## src/rtl/calc_pkg.sv

```systemverilog
// Shared types and constants for the calculator operation sequencer.
// The package holds the FSM states, token codes, opcodes and the token-order helper.
package calc_pkg;

  typedef enum logic [2:0] {
    S_A   = 3'd0,
    S_OP  = 3'd1,
    S_B   = 3'd2,
    S_EQ  = 3'd3,
    S_ADD = 3'd4,
    S_NEG = 3'd5,
    S_OUT = 3'd6
  } state_e;

  localparam logic [1:0] TOK_OPERAND  = 2'b00;
  localparam logic [1:0] TOK_OPERATOR = 2'b01;
  localparam logic [1:0] TOK_EQUALS   = 2'b10;
  localparam logic [1:0] TOK_CLEAR    = 2'b11;

  localparam logic OP_ADD = 1'b0;
  localparam logic OP_SUB = 1'b1;

  // Token type that advances the FSM from a token-accepting state.
  function automatic logic [1:0] expected_tok(input state_e s);
    logic [1:0] t;
    case (s)
      S_A:     t = TOK_OPERAND;
      S_OP:    t = TOK_OPERATOR;
      S_B:     t = TOK_OPERAND;
      S_EQ:    t = TOK_EQUALS;
      default: t = TOK_CLEAR;
    endcase
    return t;
  endfunction

endpackage

```

## src/rtl/calc_op_sequencer.sv

```systemverilog
// Sequences A/op/B/= tokens onto an external ripple adder and returns a
// sign/magnitude result; a negative difference takes a second negation pass.
module calc_op_sequencer
  import calc_pkg::*;
#(
  parameter int W = 8
) (
  input  logic         clk,
  input  logic         rst,
  input  logic         tok_valid,
  output logic         tok_ready,
  input  logic [1:0]   tok_type,
  input  logic [W-1:0] tok_data,
  output logic [W-1:0] add_a,
  output logic [W-1:0] add_b,
  output logic         add_cin,
  input  logic [W:0]   add_sum,
  output logic         res_valid,
  input  logic         res_ready,
  output logic [W:0]   res_value,
  output logic         res_neg,
  output logic         err
);

  state_e       state_q, state_d;
  logic [W-1:0] a_q, a_d;
  logic [W-1:0] b_q, b_d;
  logic         op_q, op_d;
  logic [W-1:0] diff_q, diff_d;
  logic         res_valid_q, res_valid_d;
  logic [W:0]   res_value_q, res_value_d;
  logic         res_neg_q, res_neg_d;
  logic         tok_ready_s;
  logic         tok_fire_s;
  logic         err_s;

  // Token handshake decode.
  always_comb begin
    tok_ready_s = 1'b0;
    case (state_q)
      S_A, S_OP, S_B, S_EQ: tok_ready_s = 1'b1;
      default:              tok_ready_s = 1'b0;
    endcase
    tok_fire_s = tok_valid & tok_ready_s;
  end

  // Adder drive; the negate pass computes ~diff + 1.
  always_comb begin
    add_a   = '0;
    add_b   = '0;
    add_cin = 1'b0;
    case (state_q)
      S_ADD: begin
        add_a   = a_q;
        add_b   = (op_q == OP_SUB) ? ~b_q : b_q;
        add_cin = op_q;
      end
      S_NEG: begin
        add_a   = ~diff_q;
        add_b   = '0;
        add_cin = 1'b1;
      end
      default: begin
        add_a   = '0;
        add_b   = '0;
        add_cin = 1'b0;
      end
    endcase
  end

  // Next-state, operand capture and result capture.
  always_comb begin
    state_d     = state_q;
    a_d         = a_q;
    b_d         = b_q;
    op_d        = op_q;
    diff_d      = diff_q;
    res_valid_d = res_valid_q;
    res_value_d = res_value_q;
    res_neg_d   = res_neg_q;
    err_s       = 1'b0;
    case (state_q)
      S_A, S_OP, S_B, S_EQ: begin
        if (!tok_fire_s) begin
          state_d = state_q;
        end else if (tok_type == TOK_CLEAR) begin
          state_d = S_A;
          a_d     = '0;
          b_d     = '0;
          op_d    = OP_ADD;
          diff_d  = '0;
        end else if (tok_type == expected_tok(state_q)) begin
          case (state_q)
            S_A: begin
              a_d     = tok_data;
              state_d = S_OP;
            end
            S_OP: begin
              op_d    = tok_data[0];
              state_d = S_B;
            end
            S_B: begin
              b_d     = tok_data;
              state_d = S_EQ;
            end
            S_EQ:    state_d = S_ADD;
            default: state_d = S_A;
          endcase
        end else begin
          // Out-of-order token is swallowed so the producer never stalls on it.
          err_s = 1'b1;
        end
      end
      S_ADD: begin
        if ((op_q == OP_SUB) && !add_sum[W]) begin
          diff_d  = add_sum[W-1:0];
          state_d = S_NEG;
        end else begin
          res_valid_d = 1'b1;
          res_value_d = (op_q == OP_ADD) ? add_sum : {1'b0, add_sum[W-1:0]};
          res_neg_d   = 1'b0;
          state_d     = S_OUT;
        end
      end
      S_NEG: begin
        res_valid_d = 1'b1;
        res_value_d = {1'b0, add_sum[W-1:0]};
        res_neg_d   = 1'b1;
        state_d     = S_OUT;
      end
      S_OUT: begin
        if (res_ready) begin
          res_valid_d = 1'b0;
          res_value_d = '0;
          res_neg_d   = 1'b0;
          state_d     = S_A;
        end else begin
          state_d = S_OUT;
        end
      end
      default: state_d = S_A;
    endcase
  end

  // State and output registers with synchronous reset.
  always_ff @(posedge clk) begin
    if (rst) begin
      state_q     <= S_A;
      a_q         <= '0;
      b_q         <= '0;
      op_q        <= OP_ADD;
      diff_q      <= '0;
      res_valid_q <= 1'b0;
      res_value_q <= '0;
      res_neg_q   <= 1'b0;
    end else begin
      state_q     <= state_d;
      a_q         <= a_d;
      b_q         <= b_d;
      op_q        <= op_d;
      diff_q      <= diff_d;
      res_valid_q <= res_valid_d;
      res_value_q <= res_value_d;
      res_neg_q   <= res_neg_d;
    end
  end

  assign tok_ready = tok_ready_s;
  assign err       = err_s;
  assign res_valid = res_valid_q;
  assign res_value = res_value_q;
  assign res_neg   = res_neg_q;

endmodule

```

## config.mk

```make
export PLATFORM = sky130hd
export DESIGN_NAME = calc_op_sequencer
export DESIGN_NICKNAME = d
export VERILOG_FILES = /design/src/rtl/calc_pkg.sv /design/src/rtl/calc_op_sequencer.sv
export SDC_FILE = /design/constraint.sdc
export NUM_CORES = 1
export LEC_CHECK = 0
export CAP_MARGIN = 5
export CELL_PAD_IN_SITES_DETAIL_PLACEMENT = 0
export CELL_PAD_IN_SITES_GLOBAL_PLACEMENT = 1
export CORE_MARGIN = 5
export CORE_UTILIZATION = 23
export DETAILED_ROUTE_END_ITERATION = 16
export GPL_TIMING_DRIVEN = 0
export PLACE_DENSITY_LB_ADDON = 0.1
export SYNTH_ARGS = -nofsm -noshare
export SYNTH_HDL_FRONTEND = slang
export SYNTH_SLANG_ARGS = --single-unit
```

## constraint.sdc

```tcl
create_clock -name clk -period 1.9 [get_ports clk]
set_input_delay 0.38 -clock clk [delete_from_list [all_inputs] [get_ports clk]]
set_output_delay 0.38 -clock clk [all_outputs]
set_load 0.01 [all_outputs]
```

After elaboration in Yosys (flattened, before gate mapping)
Index checks and enable logic that the tools add are counted.
{"block": "totals", "ramBits": 0, "regBits": 39, "mem_bits_ro": 0, "latch_bits": 0, "mem_count": 0, "input_bits": 23}
{"block": "classes", "n_reduce_logical": 17, "n_shift": 0, "div_mod_pow": 0, "n_bitwise": 3, "n_addsub": 0, "order_cmp": 0, "n_eq_ne": 14, "mux": 42, "n_mul": 0}
{"op": "two-way mux 8 bit", "count": 11}
{"op": "one-hot mux 8 bit (2 select lines)", "count": 2}
{"op": "two-way mux 9 bit", "count": 3}
{"op": "one-hot mux 9 bit (3 select lines)", "count": 1}
{"op": "one-hot mux 3 bit (4 select lines)", "count": 2}
{"op": "NOT 8 bit", "count": 2}
{"op": "AND reduction 4 bit", "count": 4}
{"op": "two-way mux 3 bit", "count": 4}
{"op": "two-way mux 1 bit", "count": 11}
{"op": "!= test 2 bit (second input constant)", "count": 5}
{"op": "nonzero test 2 bit", "count": 5}
{"op": "equality test 3 bit (second input constant)", "count": 3}
{"op": "two-way mux 2 bit", "count": 4}
{"op": "equality test 3 x 2 -> 1 bit (second input constant)", "count": 2}
{"op": "one-hot mux 1 bit (3 select lines)", "count": 2}
{"op": "one-hot mux 2 bit (3 select lines)", "count": 1}
{"op": "OR reduction 4 bit", "count": 1}
{"op": "equality test 3 x 1 -> 1 bit (second input constant)", "count": 1}
{"op": "zero test 3 bit", "count": 1}
{"op": "!= test 3 bit (second input constant)", "count": 1}
{"op": "AND reduction 3 bit", "count": 1}
{"op": "nonzero test 3 bit", "count": 1}
{"op": "equality test 2 bit", "count": 1}
{"op": "equality test 2 bit (second input constant)", "count": 1}
{"op": "6 further kinds", "count": 6}

Depth between registers and ports, before layout
Gate-level depths: netlist of run 1.
{"block": "depth", "ltp_word": 11, "depth_mapped": 6, "ltp_nobuf": 4}

Worst setup path before layout of run 1
Ideal clock, no wire load.
{"block": "synth_path", "path_type": "register -> output", "start": "register state_q[0]", "end": "output port add_a[1]", "required_time_ns": 1.520, "slack_ns": 0.206, "arrival_time_ns": 1.314, "n_path_buf": 3, "path_stages_with_launch": 6, "cell_sequence": "dfxtp_1 > buf_6 > buf_2 > clkbuf_1 > nor2_1 > a211oi_1"}
{"block": "synth_via", "elab_chain_cells": 2, "elab_cells_between_ends": 3, "cone_classes": "2 x eq/ne; 1 x mux"}
{"item": "start: declaration", "line_no": "calc_op_sequencer.sv:25", "rtl": "state_e state_q, state_d;"}
{"item": "start signal: assignment", "line_no": "calc_op_sequencer.sv:157", "rtl": "state_q <= state_d;"}
{"item": "equality test 3 bit", "line_no": "calc_op_sequencer.sv:52", "rtl": "case (state_q)"}
{"item": "one-hot mux 8 bit (2 select lines) (*)", "line_no": "calc_op_sequencer.sv:52"}
{"item": "end: declaration", "line_no": "calc_op_sequencer.sv:14", "rtl": "output logic [W-1:0] add_a,"}
Mark *: on every way between the ends. The rest lies on a longest branch, timed or not.

Worst setup path after layout of run 1
{"block": "layout_path", "start": "register state_q[0]", "end": "output port add_b[7]"}
{"block": "layout_via", "elab_chain_cells": 2}
{"item": "equality test 3 bit", "line_no": "calc_op_sequencer.sv:52"}
{"item": "two-way mux 8 bit", "line_no": "calc_op_sequencer.sv:52"}
{"item": "end: declaration", "line_no": "calc_op_sequencer.sv:15", "rtl": "output logic [W-1:0] add_b,"}
No other way between the ends.

==> metrics.txt, run 1 <==
clock skew 0.00459 ns; commonest non-fill, non-tap cell in the layout nor2_1; vias in the first global route approximately 1800; Max Cap Viol 0; Buf/Inv on CP 3; Post-Syn Instances 209; Core Area 8130 um^2; share of layout cells above drive strength 1 0.262; Synth Area in Adders 0; via count 1687; final worst slack approximately 0.021 ns; Final setup viols 0; Post-synth top flop dfxtp_1; Critical Path End add_b[7]; Yosys warning count 0; DR WL/cell 14.8 um; DRC viols 0; power per cell area 671 nW/um^2; CTS Buffer Depth 2; cell area after layout 2770 um^2; status complete, no violations; Die W 101 um; CP Launch Type register; RSZ-0062 raised after global routing yes; Iter 0 DRT Violations 53; largest net degree at the start of global routing 13; Max Slew Vio Count 0; FF-to-FF path depth 7; Critical Path Sink Type output port; final wirelength 5620 um; PortBufs 51; WP data arrival 1.50 ns; setup slack at placement -0.508 ns; simple-gate area share of the yosys netlist 0.208; Post-synth EDFFs 0; initial antenna violation count 0; syn nets approximately 230; beginning of the critical path state_q[0]; first drt pass iteration count 4; VDD IR max 0.000211 V; Post-synth ARST share 0; RR Endpoint diff_q[6]; CTS hold repair buffers 0; Final #Nets 297; die area 10200 um^2; final worst path period share 0.989; Worst Tran Pin Value approximately 0.66 ns; Worst-Skew Late Latency 0.29 ns; fillcell total between 800 and 900; hpwl dp 3970 um; Rows 33; TritonCTS buffer count 5; CTS tree yes; Worst Path Required ~1.5 ns; Tot Pwr about 1.9 mW; XOR/XNOR Fraction of Synth Area 0.0370; Hold Violations, Final 0; synth unique cells 42; LEAKAGE between 1 and 1.5 nW; slowest CP cell or3b_4; Hold Path Class reg -> reg; FMAX 532 MHz; worst setup path category reg -> out; commonest cells after routing, fill and taps aside 37 x nor2_1, 36 x dfxtp_1, 31 x clkdlybuf4s50_1, 20 x mux2i_1, 14 x buf_2; Synth Area in Compound Gates 0.182; clock-pin slew on the worst setup and hold paths 0.08 ns; first-pass GRT wire length between 9000 and 10000 um; Sink Count 39; r2r startpoint state_q[0]; io pins 53; vias per inst 4.44; register area share after synthesis 0.412; post-synthesis mux area share 0.111; cell mode on critical path buf_6; DRT antenna net count 0; Post-Syn Area per Cell around 9 um^2; area delta synth->final 46.3%; largest cells by area after synthesis dfxtp_1 41%, mux2i_1 11%, nor2_1 8.7%; critical path, cell by cell buf_6 > or3b_4 > buf_6 > nor2_2 > buf_2; GR Overflow Total 0; max incr delay on CP roughly 0.4 ns; slew margin rel. 0.559; Cell Area, Synth 1890 um^2; Yosys reg bits 39; delay-heaviest family, CP simple AND/OR/NAND/NOR gates; number of antenna cells inserted 0; WHS 0.463 ns; R2R Setup Slk ~0.17 ns; cell taking the most area after synthesis dfxtp_1; RD Place Congestion about 0.71; Synth top area share 0.412; Final Critical Period 1.88 ns; H-tree depth 2; largest family of logic cells by synthesized area simple AND/OR/NAND/NOR gates; Root Driver clkbuf_8; Critical Path Stages 5; Starting Density 0.233; DP Area roughly 2500 um^2; top fanout value on the critical path 5; Die Y 101 um; GRT Overall Usage 0.116
sequential cells by signal (all words and copies together), names as in the netlist:
name	count
diff_q	8
b_q	8
res_value	9
res_neg	1
op_q	1
a_q	8
state_q	3
res_valid	1
power breakdown:
group          internal [mW]  switching [mW]
Combinational          0.141           0.147
Clock                  0.425           0.298
Sequential             0.835          0.0141
what timing repair did:
item / CTS / global route
setup buffers: 6 / 0
endpoints found under the setup margin: 19 / 15
pin swaps: 4 / 3
endpoints found under the hold margin: 0 / 0
cloned: 1 / 0
gates resized for setup: 99 / 17
how the worst min path moves through the flow:
stage / from / to / slack (ns) / depth (start not counted)
CTS: res_valid / res_valid / 0.47 / 1
global route: res_valid / res_valid / 0.49 / 1
global placement: res_valid / res_valid / 0.44 / 1
finish: res_valid / res_valid / 0.46 / 1
detailed placement: res_valid / res_valid / 0.44 / 1
floorplan: a_q[3] / a_q[3] / 0.46 / 2
logic make-up after synthesis:
logic type / after synthesis
AND/OR/NAND/NOR: 78
buffers and inverters: 19
multiplexers: 21
XOR/XNOR: 8
AO/OA/AOI/OAI: 44
flip-flops: 39
per-layer routing:
| metal | part of all wire | vias up | global-route usage |
|---|---|---|---|
| met5 | 0 | - | 0 |
| met1 | 0.51 | 769 | 0.161 |
| met3 | 0.042 | 4 | 0.0291 |
| li1 | - | 872 | - |
| met2 | 0.44 | 42 | 0.177 |
| met4 | 0.0064 | 0 | 0.0342 |
through the flow:
stage          cells  setup TNS, ns   util
4_1_cts          380              0  0.337
3_3_place_gp     365          -9.27  0.312
2_1_floorplan    209              0      -
5_1_grt          380         -0.307  0.341
6_report         380              0  0.341
3_5_place_dp     365          -9.28  0.312
Yosys cell counts (all sizes together), types with 3 or more instances:
cell type   n
nor2       45
dfxtp      39
mux2i      21
and2        9
buf         9
a22o        8
a22oi       8
xnor2       8
o21ai       7
inv         6
nand2       6
a211oi      5
a21oi       4
clkbuf      4
nor2b       3
nor3        3
cell type report:
class | instances | area, um^2 | share of cell area
Multi-Input combinational cell | 151 | 1110 | 0.400
Timing Repair Buffer | 58 | 490 | 0.177
Inverter | 6 | 22.5 | 0.00813
Sequential cell | 39 | 787 | 0.284
Buffer | 13 | 114 | 0.0411
Clock buffer | 6 | 82.6 | 0.0298
Tap cell | 105 | 131 | 0.0474
Clock inverter | 2 | 35.0 | 0.0126
No activity file was read; power rests on OpenSTA's default activity.
==> run 2: changes to the inputs <==
--- a/config.mk
+++ b/config.mk
@@ -9,7 +9,7 @@
 export CELL_PAD_IN_SITES_DETAIL_PLACEMENT = 0
 export CELL_PAD_IN_SITES_GLOBAL_PLACEMENT = 1
 export CORE_MARGIN = 5
-export CORE_UTILIZATION = 23
+export CORE_UTILIZATION = 35
 export DETAILED_ROUTE_END_ITERATION = 16
 export GPL_TIMING_DRIVEN = 0
 export PLACE_DENSITY_LB_ADDON = 0.1
==> metrics.txt, run 2 (synthesis results as in run 1) <==
Post-Layout Cell Count 346; hpwl dp 3720 um; Critical Path Stages 5; final wirelength a little over 5000 um; Critical Path End add_a[0]; final worst slack 0.0555 ns; Final Critical Period 1.84 ns; RD Place Congestion 0.778; Worst-Skew Late Latency 0.29 ns; FMAX between 500 and 600 MHz; number of antenna cells inserted 0; Reg area 790 um^2; Iter 0 DRT Violations 39; area delta synth->final 48.6%; CP Launch Type register; Sink Count 39; fillcell total 496; first-pass GRT wire length ~8400 um; setup slack at placement -0.480 ns; RR Endpoint diff_q[0]; Hold Violations, Final 0; DR WL/cell about 15 um; switching part of the total power 0.228; CTS Buffer Depth 2; cell mode on critical path buf_6; clock skew 0.00407 ns; Final #Nets 298; final worst path period share 0.971; RSZ-0062 raised after global routing no; VDD IR max 0.000383 V; commonest cells after routing, fill and taps aside 36 x nor2_1, 36 x dfxtp_1, 30 x clkdlybuf4s50_1, 21 x mux2i_1; CTS tree yes; max reg flops 9; Comb power frac 0.142; vias per inst approximately 4.9; Final setup viols 0; Worst Path Required 1.52 ns; Buf/Inv on CP 3; delay-heaviest family, CP buffers and inverters; WP data arrival 1.46 ns; DP Cell Count 330; DRT antenna net count 0; GRT Overall Usage 0.147; status complete, no violations; share of layout cells above drive strength 1 0.250; R2R Setup Slk 0.10 ns; Core Area 5170 um^2; Critical Path Sink Type output port; initial antenna violation count 0; Seq pwr share 0.438; Rows 26; Max Slew Vio Count 0; footprint of the multi-input gates between 1000 and 1500 um^2; Max Cap Viol 0; TritonCTS buffer count 5; Root Driver clkbuf_8; Hold Path Class reg -> reg; largest net degree at the start of global routing 13; slowest CP cell dfxtp_4; top fanout value on the critical path 10; setup tns final 0 ns; vias in the first global route 1720; WHS 0.474 ns; r2r startpoint state_q[0]; LEAKAGE around 1.2 nW; Clock power frac 0.419; Die W approximately 84 um; Die Y 83.6 um; DRC viols 0; PortBufs 51; max incr delay on CP between 0.3 and 0.4 ns; Tot Pwr 1.94 mW; DP Area 2490 um^2; Worst Tran Pin Value a little under 0.6 ns; slew margin rel. 0.604; clock-pin slew on the worst setup and hold paths 0.07 ns; cell area after layout approximately 2800 um^2; beginning of the critical path state_q[1]; Starting Density 0.366; P_int ~1.5 mW; via count 1702; GR Overflow Total 0; Switch Pwr between 0.4 and 0.5 mW; critical path, cell by cell buf_6 > nand2b_4 > buf_6 > a211oi_1 > buf_2; first drt pass iteration count 4; die area 6980 um^2; Final Core Density 0.544; FF-to-FF path depth 7; io pins 53; H-tree depth 2; worst setup path category reg -> out; power per cell area 689 nW/um^2
-- run 2: what timing repair did --
action	CTS	global route
setup buffers	6	2
hold buffers	0	0
endpoints found under the setup margin	18	35
gates cloned	1	0
pin swaps	1	4
resized for setup	90	32
-- run 2: cell type report --
class,count,share of cell area
Inverter,6,0.00800
Buffer,12,0.0409
Tap cell,70,0.0311
Timing Repair Buffer,60,0.195
Sequential cell,39,0.280
Multi-Input combinational cell,151,0.398
Clock buffer,6,0.0258
Clock inverter,2,0.0213
-- run 2: power groups by stage --
stage	logic, mW	registers (mW)	clock network (mW)
2_1_floorplan	0.157	0.864	0
3_3_place_gp	0.247	0.868	0
3_5_place_dp	0.248	0.868	0
4_1_cts	0.274	0.848	0.831
5_1_grt	0.303	0.854	0.865
6_report	0.276	0.851	0.813
-- run 2: worst reg2reg max path, stage by stage (launching register included) --
cell and delay [ns]:
dfxtp_2 0.36, or3b_4 0.44, buf_6 0.16, buf_4 0.13, buf_4 0.15, o21a_4 0.26, a22oi_1 0.14, nor2_1 0.05
-- run 2: layer usage --
metal	global-route usage	up-vias	part of all wire
met3	0.0326	8	0.039
met5	0	-	0
met2	0.247	29	0.48
met4	0.0497	0	0.023
met1	0.185	800	0.46
li1	-	865	-
-- run 2: worst min-delay path by stage --
stage,start,end,cells past startpoint,slack [ns]
after detailed placement,res_valid,res_valid,1,0.45
after global routing,res_value[4],res_value[4],1,0.49
final,res_valid,res_valid,1,0.47
after floorplan,a_q[3],a_q[3],2,0.46
after CTS,res_valid,res_valid,1,0.47
after global placement,res_valid,res_valid,1,0.45
==> run 3: changes to the inputs <==
--- a/config.mk
+++ b/config.mk
@@ -16,3 +16,4 @@
 export SYNTH_ARGS = -nofsm -noshare
 export SYNTH_HDL_FRONTEND = slang
 export SYNTH_SLANG_ARGS = --single-unit
+export TNS_END_PERCENT = 1
==> metrics.txt, run 3 (synthesis results as in run 1) <==
footprint of the multi-input gates 1110 um^2; vias in the first global route 1676; TritonCTS buffer count 5; Die Y 83.6 um; Die W 83.6 um; Final #Nets 293; worst setup path category reg -> out; initial antenna violation count 0; clock skew between 0.004 and 0.005 ns; Critical Path Sink Type output port; share of layout cells above drive strength 1 0.240; top fanout value on the critical path 8; RSZ-0062 raised after global routing yes; DRC viols 0; DP Cell Count 330; Sink Count 39; GR Overflow Total 0; largest net degree at the start of global routing 13; DP Area ~2500 um^2; failing checks setup timing; Max Slew Vio Count 0; Worst-Skew Late Latency 0.29 ns; io pins 53; vias per inst ~5; Hold Violations, Final 0; Iter 0 DRT Violations 48; final wirelength 5040 um; slew margin rel. 0.603; LEAKAGE 1.14 nW; Root Driver clkbuf_8; CTS tree yes; DR WL/cell 14.8 um; CTS hold repair buffers 0; final worst path period share 1.01; Final setup viols 2; Starting Density 0.366; first-pass GRT wire length 8160 um; RD Place Congestion 0.778; WP data arrival 1.53 ns; die area 6980 um^2; fillcell total 508; Final Critical Period 1.91 ns; Hold Path Class reg -> reg; first drt pass iteration count 4; CP Launch Type register; Core Area 5170 um^2; final worst slack -0.0104 ns; Worst Tran Pin Value 0.595 ns; GRT Overall Usage 0.142; H-tree depth 2; FMAX 523 MHz; CTS Buffer Depth 2; Worst Path Required between 1.5 and 2 ns; cell area after layout 2760 um^2; status finished with violations; via count 1673; VDD IR max 0.000386 V; Post-Layout Cell Count ~340; DRT antenna net count 0; clock-pin slew on the worst setup and hold paths 0.08 ns; hpwl dp 3720 um; area delta synth->final 45.6%; number of antenna cells inserted 0; max reg flops 9; Reg area 785 um^2; PortBufs 51; Max Cap Viol 0; power per cell area 702 nW/um^2; commonest cells after routing, fill and taps aside 37 x nor2_1, 36 x dfxtp_1, 30 x clkdlybuf4s50_1, 21 x mux2i_1, 11 x buf_6; Rows 26; commonest non-fill, non-tap cell in the layout nor2_1
## run 3: what timing repair did
action,CTS,global route
cloned,0,1
endpoints found under the setup margin,18,18
resized for setup,91,35
pin swaps,1,9
buffers inserted,1,1
## run 3: final timing paths
check	startpoint	end	slack, ns	depth (start not counted)
max reg2reg	state_q[0]	diff_q[7]	0.12	7
min	res_valid	res_valid	0.47	1
max	state_q[0]	add_b[5]	-0.01	5
min reg2reg	res_valid	res_valid	0.47	1
## run 3: cell type report
type,count,share of cell area
well taps,70,0.0317
inverters,6,0.00816
multi-input cells,151,0.403
plain buffers,13,0.0458
clock inverters,2,0.0218
flip-flops and latches,39,0.284
repair buffers,54,0.179
clock buffers,6,0.0263
## run 3: layer usage
| metal | vias up | track usage | share of wire |
|---|---|---|---|
| met3 | 8 | 0.0326 | 0.044 |
| met2 | 35 | 0.236 | 0.48 |
| met5 | - | 0 | 0 |
| met4 | 0 | 0.0497 | 0.023 |
| li1 | 853 | - | - |
| met1 | 777 | 0.179 | 0.46 |
## run 3: metrics by stage
| step | utilization | worst slack, ns | total power [mW] | setup TNS [ns] | hold slack, ns |
|---|---|---|---|---|---|
| 2_1_floorplan | - | 0.206 | 1.02 | 0 | 0.463 |
| 3_3_place_gp | 0.482 | -0.477 | 1.11 | -7.94 | 0.449 |
| 3_5_place_dp | 0.482 | -0.480 | 1.12 | -7.82 | 0.453 |
| 4_1_cts | 0.511 | -0.00271 | 1.94 | -0.00271 | 0.474 |
| 5_1_grt | 0.533 | -0.0483 | 2.02 | -0.380 | 0.488 |
| 6_report | 0.533 | -0.0104 | 1.94 | -0.0133 | 0.472 |
## run 3: power by group
group	internal [mW]	switching [mW]	leakage, nW	total, mW
Sequential	0.836	0.0136	0.317	0.850
Combinational	0.135	0.139	0.759	0.274
Clock	0.525	0.288	0.0654	0.813
## run 3: critical path, stage by stage (launching register included)
cell and delay, ns:
dfxtp_2 0.33, buf_6 0.13, or3b_4 0.43, buf_6 0.15, nor2_1 0.07, buf_2 0.13
